--- src/rtl/simon_iter_engine_pkg.sv ---
// Shared constants, FSM state encoding and round-count helper for the
// iterative Simon engine and its round function.
package simon_iter_engine_pkg;

    localparam logic SIMON_MODE_64_128  = 1'b0;
    localparam logic SIMON_MODE_128_128 = 1'b1;

    localparam int SIMON_64_128_ROUNDS  = 44;
    localparam int SIMON_128_128_ROUNDS = 68;

    localparam int SIMON_64_WORD_W  = 32;
    localparam int SIMON_128_WORD_W = 64;

    typedef enum logic [1:0] {
        SIMON_ENG_IDLE,
        SIMON_ENG_LOAD,
        SIMON_ENG_RUN,
        SIMON_ENG_DONE
    } simon_eng_state_e;

    function automatic int simon_rounds(input logic mode);
        return (mode == SIMON_MODE_128_128) ? SIMON_128_128_ROUNDS : SIMON_64_128_ROUNDS;
    endfunction

endpackage

--- src/rtl/simon_round_fn.sv ---
// One combinational Simon round (encrypt or decrypt) for 32- or 64-bit words;
// in 32-bit mode everything above bit 31 is forced to zero.
module simon_round_fn
    import simon_iter_engine_pkg::*;
#(
    parameter int MAX_WORD_W = 64
) (
    input  logic                  mode,
    input  logic                  enc_dec,
    input  logic [MAX_WORD_W-1:0] x,
    input  logic [MAX_WORD_W-1:0] y,
    input  logic [MAX_WORD_W-1:0] k,
    output logic [MAX_WORD_W-1:0] x_nx,
    output logic [MAX_WORD_W-1:0] y_nx
);

    typedef logic [MAX_WORD_W-1:0]      word_t;
    typedef logic [SIMON_64_WORD_W-1:0] half_t;

    logic  wide;
    word_t mask;
    word_t km;

    assign wide = (MAX_WORD_W >= SIMON_128_WORD_W) && (mode == SIMON_MODE_128_128);

    function automatic word_t rotl(input word_t a, input int n, input logic wd);
        half_t a32;
        word_t r;
        a32 = a[SIMON_64_WORD_W-1:0];
        r = '0;
        r[SIMON_64_WORD_W-1:0] = (a32 << n) | (a32 >> (SIMON_64_WORD_W - n));
        if (wd) r = (a << n) | (a >> (MAX_WORD_W - n));
        return r;
    endfunction

    function automatic word_t simon_f(input word_t a, input logic wd);
        return (rotl(a, 1, wd) & rotl(a, 8, wd)) ^ rotl(a, 2, wd);
    endfunction

    always_comb begin
        mask = '0;
        mask[SIMON_64_WORD_W-1:0] = '1;
        if (wide) mask = '1;
        km = k & mask;
        if (enc_dec) begin
            x_nx = (y ^ simon_f(x, wide) ^ km) & mask;
            y_nx = x & mask;
        end else begin
            x_nx = y & mask;
            y_nx = (x ^ simon_f(y, wide) ^ km) & mask;
        end
    end

endmodule

--- src/rtl/simon_iter_engine.sv ---
// Iterative Simon 64/128 and 128/128 engine: one round per cycle, round keys
// fetched from an external expanded-key RAM with one cycle of read latency.
module simon_iter_engine
    import simon_iter_engine_pkg::*;
#(
    parameter int MAX_WORD_W  = 64,
    parameter int KEY_ADDR_W  = 7,
    parameter bit SUPPORT_128 = 1'b1
) (
    input  logic                  ck,
    input  logic                  rst,
    input  logic                  mode,
    input  logic                  enc_dec,
    input  logic [MAX_WORD_W-1:0] x_in,
    input  logic [MAX_WORD_W-1:0] y_in,
    input  logic                  in_valid,
    output logic                  in_ready,
    input  logic                  keys_valid,
    output logic [KEY_ADDR_W-1:0] key_addr,
    input  logic [MAX_WORD_W-1:0] key_data,
    output logic [MAX_WORD_W-1:0] x_out,
    output logic [MAX_WORD_W-1:0] y_out,
    output logic                  out_err,
    output logic                  out_valid,
    input  logic                  out_ready
);

    typedef logic [MAX_WORD_W-1:0] word_t;
    typedef logic [KEY_ADDR_W-1:0] addr_t;

    localparam bit HAS_128 = SUPPORT_128 && (MAX_WORD_W >= SIMON_128_WORD_W);

    simon_eng_state_e state, state_nx;

    logic  mode_r, enc_r, mode_eff, accept, unsup_in;
    word_t x_r, y_r, x_nx, y_nx, in_mask;
    addr_t rounds_r, rounds_in, cnt, addr_adv;

    assign unsup_in  = (mode == SIMON_MODE_128_128) && !HAS_128;
    assign in_ready  = !rst && (state == SIMON_ENG_IDLE) && keys_valid;
    assign accept    = in_valid && in_ready;
    assign out_valid = (state == SIMON_ENG_DONE);
    assign rounds_in = addr_t'(simon_rounds(mode));
    assign mode_eff  = HAS_128 ? mode_r : SIMON_MODE_64_128;

    always_comb begin
        in_mask = '0;
        in_mask[SIMON_64_WORD_W-1:0] = '1;
        if (mode == SIMON_MODE_128_128 && HAS_128) in_mask = '1;
    end

    // The prefetch after the last round is never used, so saturate at either end.
    always_comb begin
        addr_adv = key_addr;
        if (enc_r) begin
            if (key_addr != rounds_r - addr_t'(1)) addr_adv = key_addr + addr_t'(1);
        end else begin
            if (key_addr != '0) addr_adv = key_addr - addr_t'(1);
        end
    end

    simon_round_fn #(
        .MAX_WORD_W(MAX_WORD_W)
    ) u_round (
        .mode   (mode_eff),
        .enc_dec(enc_r),
        .x      (x_r),
        .y      (y_r),
        .k      (key_data),
        .x_nx   (x_nx),
        .y_nx   (y_nx)
    );

    always_ff @(posedge ck) begin
        if (rst) state <= SIMON_ENG_IDLE;
        else     state <= state_nx;
    end

    always_comb begin
        state_nx = state;
        case (state)
            SIMON_ENG_IDLE: if (accept) state_nx = unsup_in ? SIMON_ENG_DONE : SIMON_ENG_LOAD;
            SIMON_ENG_LOAD: state_nx = SIMON_ENG_RUN;
            SIMON_ENG_RUN:  if (cnt == addr_t'(1)) state_nx = SIMON_ENG_DONE;
            SIMON_ENG_DONE: if (out_ready) state_nx = SIMON_ENG_IDLE;
            default:        state_nx = SIMON_ENG_IDLE;
        endcase
    end

    always_ff @(posedge ck) begin
        if (rst) begin
            key_addr <= '0;
            cnt      <= '0;
            out_err  <= 1'b0;
            x_out    <= '0;
            y_out    <= '0;
        end else begin
            case (state)
                SIMON_ENG_IDLE: if (accept) begin
                    out_err  <= unsup_in;
                    x_out    <= '0;
                    y_out    <= '0;
                    key_addr <= (enc_dec || unsup_in) ? '0 : rounds_in - addr_t'(1);
                end
                SIMON_ENG_LOAD: begin
                    key_addr <= addr_adv;
                    cnt      <= rounds_r;
                end
                SIMON_ENG_RUN: begin
                    key_addr <= addr_adv;
                    cnt      <= cnt - addr_t'(1);
                    if (cnt == addr_t'(1)) begin
                        x_out <= x_nx;
                        y_out <= y_nx;
                    end
                end
                SIMON_ENG_DONE: if (out_ready) out_err <= 1'b0;
                default: ;
            endcase
        end
    end

    // Block state carries no reset; it is reloaded on every accept.
    always_ff @(posedge ck) begin
        if (accept) begin
            mode_r   <= mode;
            enc_r    <= enc_dec;
            rounds_r <= rounds_in;
            x_r      <= x_in & in_mask;
            y_r      <= y_in & in_mask;
        end else if (state == SIMON_ENG_RUN) begin
            x_r <= x_nx;
            y_r <= y_nx;
        end
    end

endmodule

--- config.mk ---
export PLATFORM = sky130hd
export DESIGN_NAME = simon_iter_engine
export DESIGN_NICKNAME = d
export VERILOG_FILES = /design/src/rtl/simon_iter_engine_pkg.sv /design/src/rtl/simon_round_fn.sv /design/src/rtl/simon_iter_engine.sv
export SDC_FILE = /design/constraint.sdc
export NUM_CORES = 1
export LEC_CHECK = 0
export BUFFER_PORTS_ARGS = -buffer_cell sky130_fd_sc_hd__buf_2
export CAP_MARGIN = 15
export CORE_ASPECT_RATIO = 1.1
export CORE_UTILIZATION = 55
export DETAILED_ROUTE_END_ITERATION = 16
export PLACE_DENSITY_LB_ADDON = 0.25
export SLEW_MARGIN = 20
export SYNTH_ARGS = -nofsm -noshare
export SYNTH_HDL_FRONTEND = slang
export SYNTH_SLANG_ARGS = --single-unit
--- constraint.sdc ---
create_clock -name ck -period 6.1 [get_ports ck]
set_input_delay 1.22 -clock ck [delete_from_list [all_inputs] [get_ports ck]]
set_output_delay 1.22 -clock ck [all_outputs]
set_load 0.05 [all_outputs]
# After elaboration in Yosys (flattened, before gate mapping)
# Index checks and enable logic that the tools add are counted.
# totals
reg_bits	282
in_bits	199
output_inout_bits	138
elab_cells	109
# op_classes
n_addsub	5
eq_ne	10
mux	40
bitwise_logic	27
n_reduce_logical	16
# op_table
operator	count
64-bit 2-to-1 mux	23
64-bit AND	9
64-bit bitwise XOR	6
64-bit one-hot mux with 2 select lines	2
64-bit by 1-bit bitwise OR with 64-bit output	2
64-bit by 2-bit bitwise OR with 64-bit output	2
64-bit by 8-bit bitwise OR with 64-bit output	2
32-bit by 1-bit bitwise OR with 32-bit output	2
32-bit by 2-bit bitwise OR with 32-bit output	2
32-bit by 8-bit bitwise OR with 32-bit output	2
7-bit 2-to-1 mux	6
7-bit one-hot mux with 2 select lines	2
7-bit by 1-bit subtractor with 7-bit output (second input constant)	4
2-bit nonzero test	5
3-bit AND reduction	3
2-bit one-hot mux with 4 select lines	1
7-bit by 1-bit adder with 7-bit output (second input constant)	1
7-bit by 1-bit == test with 1-bit output (second input constant)	1
7-bit != test	1
7-bit nonzero test	1
2-bit 2-to-1 mux	3
2-bit == test (second input constant)	2
2-bit != test (second input constant)	2
4-bit AND reduction	1
other kinds (10)	13

# Depth between registers and ports, before layout
# depth
depth_word	11
ltp_mapped	9

# Cells and area by module
# From an unflattened synthesis, not the netlist that was laid out.
# hier_totals
cells_unflattened	2082
hier_area_um2	17430.5
# by_module_without_submodules
module	instances	cells_per_inst	area_each_um2	seq_area_each_um2
simon_iter_engine	1	1323	12421.9	6816.5
simon_round_fn	1	759	5008.6	0.0

# Least setup slack after synthesis
# Ideal clock, no wire load.
# synth_timing
path_kind	in2reg
from	input rst
to	register x_r[0] (enable)
setup_time_ns	1.113
arrival_time_ns	4.139
required_time_ns	4.987
path_slack_ns	0.848
path_stages	4
n_path_buf	2
cell_sequence	nand4b_1 clkbuf_1 clkbuf_1 nand2_1
# synth_via
elab_chain_cells	5
# synth_rtl
item	line	rtl
start, declared	simon_iter_engine.sv:11	input logic rst,
1-bit zero test	simon_iter_engine.sv:40	assign in_ready = !rst && (state == SIMON_ENG_IDLE) && keys_valid;
1-bit logical AND (2 in series)	simon_iter_engine.sv:40	
1-bit logical AND	simon_iter_engine.sv:41	assign accept = in_valid && in_ready;
2-bit nonzero test (no line)	n/a	
end signal, assigned	simon_iter_engine.sv:129	x_r <= x_in & in_mask;
end signal, assigned	simon_iter_engine.sv:132	x_r <= x_nx;
end, declared	simon_iter_engine.sv:36	word_t x_r, y_r, x_nx, y_nx, in_mask;
# No other way between the ends.
# A chain may end at the register's enable or synchronous reset.

# Final worst setup path
# layout_timing
from	input rst
to	register key_addr[3]
# layout_via
elab_chain_cells	6
# layout_rtl
item	line	rtl
1-bit zero test	simon_iter_engine.sv:40	
1-bit logical AND (2 in series)	simon_iter_engine.sv:40	
1-bit logical AND	simon_iter_engine.sv:41	
2-bit != test (no line)	n/a	
4-bit AND reduction (no line)	n/a	
end signal, assigned	simon_iter_engine.sv:103	key_addr <= (enc_dec || unsup_in) ? '0 : rounds_in - addr_t'(1);
end signal, assigned	simon_iter_engine.sv:106	key_addr <= addr_adv;
end signal, assigned	simon_iter_engine.sv:110	key_addr <= addr_adv;
end, declared	simon_iter_engine.sv:19	output logic [KEY_ADDR_W-1:0] key_addr,
# Several ways; a longest one is shown, not always the timed one.

==> run_results.csv <==
group,metric,value,unit
critical_path,arrival,3.91,ns
outcome,outcome,"complete, no violations",
logic_synthesis,synth_seq_area_share,45.8,%
global_routing,grt_pass1_wl,67200,µm
logic_synthesis,synth.area.mux_share,1.55,%
placement,placed_area,0.0168,mm²
timing,worst_pin_slew,1.02,ns
cells_and_area,final_util,67.5,%
global_routing,grt_max_degree,84,
clock_tree,cts_buffers,28,
floorplanning,dieArea,0.0277,mm²
global_routing,first_global_vias,12430,
critical_path,critPathKind,"input port to flip-flop",
detailed_routing,firstDrtPassIters,5,
timing,min_period_over_period,56.2,%
detailed_routing,wl,44000,µm
critical_path,start_kind,"input port",
critical_path,critPathRequiredTime,6.59,ns
detailed_routing,dr_total_vias,12930,
timing,final-setup-viol-count,0,
placement,hpwl,32500,µm
detailed_routing,avgRoutedWirePerCell,18.8,µm
power_and_ir_drop,p_seq_share,40.2,%
floorplanning,io_pins,337,
critical_path,slowest_stage,"buf_4",
power_and_ir_drop,p_int,4.44,mW
logic_synthesis,yosys_register_bits,275,
placement,io_buffers,335,
power_and_ir_drop,p_sw,2.46,mW
power_and_ir_drop,sw_frac_of_total,35.6,%
critical_path,cp_common_cell,"buf_4",
detailed_routing,drt_iter0_markers,1061,
logic_synthesis,synth_nets,1877,
timing,finalClockSkew,0.0101,ns
logic_synthesis,syn_area,0.0149,mm²
critical_path,crit_path_end_kind,"flip-flop",
power_and_ir_drop,pwr-share-comb,32.5,%
clock_tree,cts_setup_buffers,0,
clock_tree,cts.path.max_buffers,3,
timing,fmax,292,MHz
global_routing,antenna_found_initial,6,
timing,finalMaxSlewViolations,0,
cells_and_area,syn_to_final_growth,19.5,%
cells_and_area,drive_gt1_share,21.2,%
timing,max_slew_margin,31.7,%
logic_synthesis,synth-edff-count,131,
cells_and_area,finalNetCount,2173,
timing,rsz0062_at_grt,"false",
logic_synthesis,synthArstFlopShare,0,%
logic_synthesis,yosysWarnings,0,
power_and_ir_drop,power_density,388,mW/mm²
logic_synthesis,synth-compound-area-share,11.4,%
logic_synthesis,synth_simple_gate_area_share,15.5,%
worst_hold_path,hold_path.class,"flip-flop to flip-flop",
floorplanning,die_y,175,µm
logic_synthesis,avgSynthCellArea,8.94,µm²
power_and_ir_drop,clkPwrFrac,27.3,%
detailed_routing,ant_nets,0,
critical_path,cpPeakStageDelay,0.73,ns
logic_synthesis,synth.distinct_cells,56,
critical_path,path_cells,"buf_2 > nand4b_1 > buf_4 > buf_4 > a21oi_1 > a22oi_2 > a211oi_1 > nor3_2",
logic_synthesis,syn_inst,1666,
detailed_routing,viasPerCell,5.52,
logic_synthesis,ys.flop_type,"dfxtp_1",
critical_path,cp_max_fo,83,
global_routing,grt_usage,30.8,%
placement,gp_congestion,0.966,
floorplanning,coreArea,0.0264,mm²
timing,tns,0,ns
floorplanning,rows,62,
clock_tree,cts.root.buffer_cell,"clkbuf_16",
clock_tree,cts_hold_buffers,0,
timing,finalHoldViolations,0,
clock_tree,ctsResizeCount,0,
floorplanning,start_util,56.5,%
logic_synthesis,synth-adder-area-share,1.06,%
clock_tree,clk_latency,0.56,ns
power_and_ir_drop,p_leak,7.19,nW
clock_tree,cts_sinks,275,
logic_synthesis,synth_top_family_by_area,"XOR/XNOR gates",
timing,period_needed,3.43,ns
job,drv_cap,0,
detailed_routing,remaining_drc_errors,0,
clock_tree,cts_tree,"done",
cells_and_area,final_area,0.0178,mm²
clock_tree,clk_pin_slew_worst_paths,0.06,ns
floorplanning,die_w,159,µm
power_and_ir_drop,peakVddDrop,0.000205,V
logic_synthesis,synth-xor-area-share,21.9,%
global_routing,overflow,0,
clock_tree,h-tree-depth,1,
==> cells in the final DEF (no fill, tap or decap), types with 30 or more instances in the layout <==
| cell | netlist | routed |
|---|---|---|
| a21oi_1 | 88 | 88 |
| buf_2 | 22 | 335 |
| clkbuf_16 | 0 | 30 |
| dfxtp_1 | 144 | 144 |
| edfxtp_1 | 131 | 131 |
| nand2_1 | 371 | 369 |
| nor2_1 | 141 | 140 |
| o21ai_0 | 190 | 190 |
| xnor2_1 | 246 | 246 |
| xor2_1 | 127 | 127 |
==> cell usage after synthesis (7+ instances only) <==
library cell | instances | area (µm²)
a21oi_1 | 88 | 440
o21ai_0 | 190 | 951
nor2_1 | 141 | 529
inv_1 | 15 | 56.3
nand3_1 | 9 | 45.0
xor2_1 | 127 | 1110
nor3_1 | 17 | 85.1
nand2_1 | 371 | 1390
buf_2 | 22 | 110
dfxtp_1 | 144 | 2880
xnor2_1 | 246 | 2150
clkbuf_1 | 42 | 158
and3_1 | 9 | 56.3
edfxtp_1 | 131 | 3930
mux2i_1 | 7 | 70.1
ha_1 | 11 | 138
mux2_2 | 13 | 146
a211oi_1 | 7 | 52.6
==> metrics by stage <==
stage	hold slack [ns]	power, mW	std cells	setup WS (ns)
global placement	0.431	4.96	2284	2.29
floorplan	0.449	4.39	1666	0.848
global route	0.468	7.24	2338	2.49
CTS	0.454	6.90	2336	2.78
finish	0.450	6.90	2341	2.67
detailed placement	0.439	5.01	2284	2.22
==> state kept, by name, summed over array words and instances, names as in the netlist <==
register and flops:
cnt 7, mode_eff 1, x_out 64, x_r 64
state 2, enc_r 1, y_r 64, rounds_r 1
key_addr 7, y_out 64
==> routing by layer <==
| layer | up-vias | routed length, µm | GRT usage, % |
|---|---|---|---|
| met4 | 4 | 1770 | 13.1 |
| met2 | 621 | 21100 | 52.7 |
| li1 | 6119 | - | - |
| met5 | - | 23 | 0 |
| met3 | 112 | 3730 | 5.44 |
| met1 | 6074 | 17300 | 38.4 |
==> cell families after synthesis <==
kind of cell | Yosys count
DFF | 275
muxes | 21
and+or+nand+nor | 572
adders and majority gates | 12
other | 1
AOI/OAI and AO/OA | 318
buffers and inverters | 94
xor gates and xnor gates | 373
==> power by group through the flow <==
| stage | combinational (mW) | sequential [mW] | clock [mW] |
|---|---|---|---|
| 2_1_floorplan | 1.69 | 2.70 | 0 |
| 3_3_place_gp | 2.16 | 2.80 | 0 |
| 3_5_place_dp | 2.21 | 2.80 | 0 |
| 4_1_cts | 2.23 | 2.77 | 1.90 |
| 5_1_grt | 2.47 | 2.80 | 1.98 |
| 6_report | 2.24 | 2.78 | 1.89 |
==> critical path: cells and delay by family <==
kind                   cells  cell delay, ns
and+or+nand+nor            2            0.41
buffers and inverters      3            1.57
AOI/OAI and AO/OA          3            0.63
==> layout make-up <==
type / count / area [µm²]
clock buffer: 36 / 803
fill: 2223 / 8580
sequential: 275 / 6820
inverter: 16 / 60.1
timing repair buffer: 344 / 1740
tap: 352 / 440
antenna: 5 / 12.5
multi-input combinational: 1297 / 7700
clock inverter: 16 / 215
==> final timing paths <==
| kind | from | endpoint | slack (ns) | cells after the start |
|---|---|---|---|---|
| max | rst | key_addr[3]$_SDFFE_PP0P_ | 2.67 | 8 |
| min | x_out[42]$_SDFFE_PP0P_ | x_out[42]$_SDFFE_PP0P_ | 0.45 | 2 |
| max reg2reg | state[0]$_SDFFE_PP0P_ | x_out[36]$_SDFFE_PP0P_ | 2.91 | 8 |
| min reg2reg | x_out[42]$_SDFFE_PP0P_ | x_out[42]$_SDFFE_PP0P_ | 0.45 | 2 |
Power figures use the tool's default switching activity.
